$ cat src/rtl/e_x_postprocess.sv
// Rejection-sampling post-processor: accepts origNum when testNum < e^(-arg), 3-stage pipeline.
// Build option: define E_X_INTERP_EN for linear interpolation of the fraction table (default: step).
module e_x_postprocess (
    input  logic        clk,
    input  logic        rst,
    input  logic [31:0] arg,
    input  logic [31:0] origNum,
    input  logic [31:0] testNum,
    output logic [31:0] number
);

    // round(2^24 * e^(-j/16))
    function automatic logic [24:0] t_lut(input logic [4:0] j);
        logic [24:0] v;
        case (j)
            5'd0:    v = 25'h1000000;
            5'd1:    v = 25'h0F07D60;
            5'd2:    v = 25'h0E1EB51;
            5'd3:    v = 25'h0D43B41;
            5'd4:    v = 25'h0C75F7D;
            5'd5:    v = 25'h0BB4B29;
            5'd6:    v = 25'h0AFF231;
            5'd7:    v = 25'h0A54939;
            5'd8:    v = 25'h09B4598;
            5'd9:    v = 25'h091DD4A;
            5'd10:   v = 25'h08906E5;
            5'd11:   v = 25'h080B992;
            5'd12:   v = 25'h078ED04;
            5'd13:   v = 25'h071996C;
            5'd14:   v = 25'h06AB778;
            5'd15:   v = 25'h0644044;
            5'd16:   v = 25'h05E2D59;
            default: v = 25'h0;
        endcase
        return v;
    endfunction

    // round(2^24 * e^(-m))
    function automatic logic [24:0] e_lut(input logic [4:0] m);
        logic [24:0] v;
        case (m)
            5'd0:    v = 25'h1000000;
            5'd1:    v = 25'h05E2D59;
            5'd2:    v = 25'h022A555;
            5'd3:    v = 25'h00CBED8;
            5'd4:    v = 25'h004B055;
            5'd5:    v = 25'h001B994;
            5'd6:    v = 25'h000A273;
            5'd7:    v = 25'h0003BC3;
            5'd8:    v = 25'h00015FC;
            5'd9:    v = 25'h0000816;
            5'd10:   v = 25'h00002FA;
            5'd11:   v = 25'h0000118;
            5'd12:   v = 25'h0000067;
            5'd13:   v = 25'h0000026;
            5'd14:   v = 25'h000000E;
            5'd15:   v = 25'h0000005;
            5'd16:   v = 25'h0000002;
            default: v = 25'h0;
        endcase
        return v;
    endfunction

    logic [24:0] y_d, y_q;
    logic [4:0]  n_d, n_q;
    logic        n_big_d, n_big_q;
    logic [31:0] orig1_d, orig1_q, test1_d, test1_q;
    logic        v1_d, v1_q;
    logic [24:0] th_d, th_q;
    logic [31:0] orig2_d, orig2_q, test2_d, test2_q;
    logic        v2_d, v2_q;
    logic [31:0] number_d, number_q;
    logic [24:0] e_val;
    logic [49:0] prod_th;
    logic        accept;

`ifdef E_X_INTERP_EN
    logic [24:0] t_hi, t_lo, t_diff;
    logic [40:0] prod_r;

    always_comb begin
        t_hi   = t_lut({1'b0, arg[23:20]});
        t_lo   = t_lut({1'b0, arg[23:20]} + 5'd1);
        t_diff = t_hi - t_lo;
        prod_r = 41'(t_diff) * 41'(arg[19:0]);
        y_d    = t_hi - 25'(prod_r >> 20);
    end
`else
    // The segment remainder only feeds the interpolator.
    logic unused_r;
    assign unused_r = ^arg[19:0];

    always_comb begin
        y_d = t_lut({1'b0, arg[23:20]});
    end
`endif

    always_comb begin
        n_big_d = (arg[31:24] > 8'd16);
        n_d     = arg[28:24];
        orig1_d = origNum;
        test1_d = testNum;
        v1_d    = 1'b1;

        // n >= 17 forces the threshold to zero so every candidate is rejected.
        e_val   = n_big_q ? 25'h0 : e_lut(n_q);
        prod_th = 50'(e_val) * 50'(y_q);
        th_d    = 25'(prod_th >> 24);
        orig2_d = orig1_q;
        test2_d = test1_q;
        v2_d    = v1_q;

        accept   = v2_q && ({1'b0, test2_q} < {th_q, 8'h00});
        number_d = accept ? orig2_q : number_q;
    end

    always_ff @(posedge clk) begin
        if (rst) begin
            y_q      <= '0;
            n_q      <= '0;
            n_big_q  <= 1'b0;
            orig1_q  <= '0;
            test1_q  <= '0;
            v1_q     <= 1'b0;
            th_q     <= '0;
            orig2_q  <= '0;
            test2_q  <= '0;
            v2_q     <= 1'b0;
            number_q <= '0;
        end else begin
            y_q      <= y_d;
            n_q      <= n_d;
            n_big_q  <= n_big_d;
            orig1_q  <= orig1_d;
            test1_q  <= test1_d;
            v1_q     <= v1_d;
            th_q     <= th_d;
            orig2_q  <= orig2_d;
            test2_q  <= test2_d;
            v2_q     <= v2_d;
            number_q <= number_d;
        end
    end

    assign number = number_q;

endmodule

$ cat config.mk
export PLATFORM = sky130hd
export DESIGN_NAME = e_x_postprocess
export DESIGN_NICKNAME = d
export VERILOG_FILES = /design/src/rtl/e_x_postprocess.sv
export SDC_FILE = /design/constraint.sdc
export NUM_CORES = 2
export LEC_CHECK = 0
export ABC_CLOCK_PERIOD_IN_PS = 8800
export BUFFER_PORTS_ARGS = -buffer_cell sky130_fd_sc_hd__clkbuf_2
export CAP_MARGIN = 20
export CORE_MARGIN = 5
export CORE_UTILIZATION = 35
export CTS_CLUSTER_SIZE = 8
export DETAILED_ROUTE_END_ITERATION = 10
export GPL_ROUTABILITY_DRIVEN = 0
export GPL_TIMING_DRIVEN = 0
export HOLD_SLACK_MARGIN = 0.05
export SETUP_SLACK_MARGIN = 0.1
export SLEW_MARGIN = 20
export SYNTH_ARGS = -nofsm -noshare
export SYNTH_HDL_FRONTEND = slang
export SYNTH_SLANG_ARGS = --single-unit
$ cat constraint.sdc
create_clock -name clk -period 8.8 [get_ports clk]
set_input_delay 0.44 -clock clk [delete_from_list [all_inputs] [get_ports clk]]
set_output_delay 0.44 -clock clk [all_outputs]
set_load 0.05 [all_outputs]
==> out/metrics.csv <==
stage;metric;value;unit
outcome;status;complete, no violations;
worst_setup_path;crit path launch type;flip-flop;
worst_setup_path;worst setup path start;n_big_q;
cells_and_area;post-layout util;38.7;%
cts;Clock transition at path regs;50;ps
worst_setup_path;type of destination of the critical path;flip-flop;
detailed_routing;antenna viol nets, final;0;
floorplan;Die Wd;288;um
cells_and_area;finished layout cell area;29800;sq um
timing;Period Utilization, post-route;96.1;%
synthesis;proportion of netlist area held by the largest area contributor;35.2;%
worst_setup_path;worst reg2reg path startpoint;n_big_q;
worst_setup_path;depth of the worst register-to-register path;23;
synthesis;sequential cell area fraction in the yosys report;16.2;%
power;proportion of power drawn by flip-flops and latches;35.3;%
cts;CTS tree;done;
power;cell internal pwr;0.00202;W
detailed_routing;remaining design rule violation count;0;
power;combinational share of power;30.3;%
synthesis;top cells by area in the synthesized netlist;fa_1 (35%), dfxtp_1 (16%), ha_1 (12%), inv_1 (8.7%), and2_1 (7.7%);
flow_run;maxcap violations;0;
timing;number of setup violations in the final report;0;
synthesis;number of synthesized flops with an enable pin;0;
detailed_routing;post-DR wirelength/cell;18.9;um
worst_setup_path;highest net fanout along the worst path;10;
power;Leak;14.7;nW
synthesis;synthesized cell area;27000;sq um
synthesis;most numerous cell types in the synthesized netlist;inv_1 (625), fa_1 (475), nand2_1 (337), and2_1 (332), ha_1 (249);
cells_and_area;nets;3920;
timing;Rel. slew slack;34.3;%
cts;clock buffer count from CTS;31;
worst_setup_path;reg-to-reg endpoint;th_q[23];
worst_setup_path;total number of cells along the worst setup path;23;
floorplan;core box area;77100;sq um
detailed_routing;vias per std cell;4.83;
timing;final slew viol count;0;
floorplan;Chip Height;288;um
power;PD cells;103;nW/um^2
floorplan;Ports;130;
timing;final critical-path required period;8450;ps
cts;Clock Path Buffers;3;
global_routing;Total GRT Usage;19.2;%
timing;post-route setup slack;347;ps
global_routing;pin count of the biggest net entering global routing;17;
detailed_routing;DRT Pass-1 Iters;5;
worst_setup_path;arrival time of the worst setup path;8910;ps
cells_and_area;synth-to-layout area growth;10.2;%
synthesis;dominant register cell in the synthesized netlist;dfxtp_1;
detailed_routing;DR iter-0 viols;1458;
synthesis;most frequent cell after synthesis;inv_1;
synthesis;share of synthesized registers carrying an async set or reset;0;%
synthesis;nets in the synthesized netlist;3786;
synthesis;flop and latch count out of synthesis;219;
detailed_routing;vias post-DR;20000;
global_routing;vias in the first global route;20900;
synthesis;Avg Synthesized Cell Area;9.12;sq um
cells_and_area;fill cell instance count of the final layout;7929;
timing;Worst Clk Skew;10.9;ps
global_routing;global-route wire length before repair;122000;um
cts;postcts setup bufs;0;
synthesis;gate count after technology mapping;2964;
synthesis;count of unique library cells instantiated by Yosys;69;
worst_setup_path;cell family with most CP delay;adder cells;
worst_setup_path;destination of the critical timing path;th_q[23];
cts;number of clock sinks;219;
synthesis;area leader, netlist;fa_1;
worst_setup_path;cell with the largest stage delay on the worst path;fa_1;
detailed_routing;Post-Route WL;78400;um
worst_setup_path;CP bufs+invs;6;
global_routing;global route overflow;0;
placed_design;Cell Area, Placed;28800;sq um
worst_setup_path;most used cell, CP;fa_1;
power;worst supply voltage drop on vdd;148;uV
cts;clock insertion delay at the later pin of the skew report;570;ps
floorplan;Starting Density;35.1;%
cts;clk root buf;clkbuf_16;
placed_design;detailed-placement wirelength estimate;64700;um
cts;H-tree Lvls;1;
synthesis;Warnings, synthesis;0;
timing;maximum operating frequency;118;MHz
placed_design;total of buffers placed on input and output ports;98;
worst_setup_path;worst reg2reg setup slack;350;ps
global_routing;initial antenna violation count;4;
worst_setup_path;crit-path cells;clkbuf_2, nor2b_2, buf_1, and2_1, fa_1, inv_1, fa_1, inv_1, fa_1, fa_1, fa_1, fa_1, inv_1, fa_1, inv_1, ha_1, and3_1, nand2_1, nor2_1, a31oi_2, o311a_1, o21ai_1, mux2_1;
worst_setup_path;Crit Path Class;reg -> reg;
power;net load switching power;0.00104;W
timing;RSZ-0062 raised after global routing;yes;
timing;hold violation total from the final report;0;
cells_and_area;ratio of cells with drive above 1 in the final layout;6.68;%
timing;Hold Worst Slack;78.0;ps
power;switching part of the total;34.0;%
floorplan;Placement Rows;102;
worst_setup_path;delay contributed by the slowest stage of the critical path;600;ps
worst_setup_path;CP Data Required Time;9250;ps
timing;slew of the pin with the lowest slew margin;986;ps
placed_design;worst setup slack before clock tree synthesis;-576;ps
hold_path;class of the most critical hold timing path;in -> reg;
floorplan;area of the die;82900;sq um
power;part of the total power dissipated in the clock network;34.4;%
routing by layer:
layer	track usage (%)	vias up	part of all wire (%)
met5	0	-	0.033
met4	7.85	4	4.7
met3	4.64	164	9.5
met2	30.7	866	45
met1	25.1	9841	41
li1	-	9116	-
worst min path at each step:
stage                     start           to  slack, ps  depth (start not counted)
detailed placement  orig1_q[20]  orig2_q[20]        420                          1
global route        origNum[16]  orig1_q[16]         60                          2
global placement     orig1_q[4]   orig2_q[4]        420                          1
floorplan            orig1_q[0]   orig2_q[0]        410                          1
finish              origNum[15]  orig1_q[15]         80                          2
CTS                 testNum[24]  test1_q[24]         50                          2
kinds of logic (layout without fill, tap and decap cells):
group | count (synthesis) | count (layout) | share of synthesized area (%)
flip-flops | 219 | 219 | 16.2
AND/OR/NAND/NOR | 961 | 961 | 18.4
adder cells (fa/ha/maj) | 724 | 724 | 46.7
multiplexers | 42 | 42 | 1.62
buffers and inverters | 774 | 909 | 10.8
XOR/XNOR | 25 | 25 | 0.810
other | 0 | 2 | 0
AO/OA/AOI/OAI | 219 | 219 | 5.40
layout by cell type (no fill, tap or decap), drive strengths merged, types with 6 or more instances in the layout:
cell type / n
a31oi: 6
xnor2: 17
fa: 475
buf: 12
o21bai: 10
nor3: 16
a211oi: 17
and3: 8
xor2: 8
nand4: 12
nand3: 9
ha: 249
inv: 626
nand2b: 8
a21oi: 65
o21ai: 42
nor2: 76
dfxtp: 219
and2: 332
nand2: 337
nor2b: 150
clkbuf: 267
a21o: 28
mux2i: 37
stage by stage:
| stage | setup TNS (ps) | instances | total power, W |
|---|---|---|---|
| 6_report | 0 | 4141 | 0.00306 |
| 5_1_grt | 0 | 4139 | 0.00325 |
| 4_1_cts | 0 | 4139 | 0.00310 |
| 3_5_place_dp | -4530 | 4103 | 0.00202 |
| 3_3_place_gp | -15110 | 4102 | 0.00201 |
| 2_1_floorplan | 0 | 2964 | 0.00170 |
worst reg2reg max path, delay by kind of cell, from the launching register on:
family	cells	cell delay [ps]
multiplexers	1	330
AND/OR/NAND/NOR	5	1980
buffers and inverters	6	1140
adder cells (fa/ha/maj)	8	3570
AO/OA/AOI/OAI	3	940
flip-flops	1	400
cell type report:
type                            count  area, sq um  area share, %
Antenna cell                        2         5.00         0.0168
Buffer                            148          619           2.08
Clock buffer                       32          779           2.62
Clock inverter                      2         50.0          0.168
Inverter                          626         2350           7.88
Multi-Input combinational cell   1971        19800           66.4
Sequential cell                   219         4380           14.7
Tap cell                         1040         1300           4.37
Timing Repair Buffer              101          518           1.74
power by group through the flow:
| stage | Combinational [W] | Sequential, W | Clock (W) |
|---|---|---|---|
| 2_1_floorplan | 0.000603 | 0.00109 | 0 |
| 3_3_place_gp | 0.000912 | 0.00110 | 0 |
| 3_5_place_dp | 0.000923 | 0.00110 | 0 |
| 4_1_cts | 0.000931 | 0.00108 | 0.00108 |
| 5_1_grt | 0.00105 | 0.00108 | 0.00112 |
| 6_report | 0.000929 | 0.00108 | 0.00105 |
what timing repair did:
action                                  4_1_cts  5_1_grt
endpoints found under the setup margin       13       16
resized for setup                            18       60
hold buffers                                  2        0
pin swaps                                     0        1
hold endpoints to repair                      2        0
(Power assumes the default switching activity.)
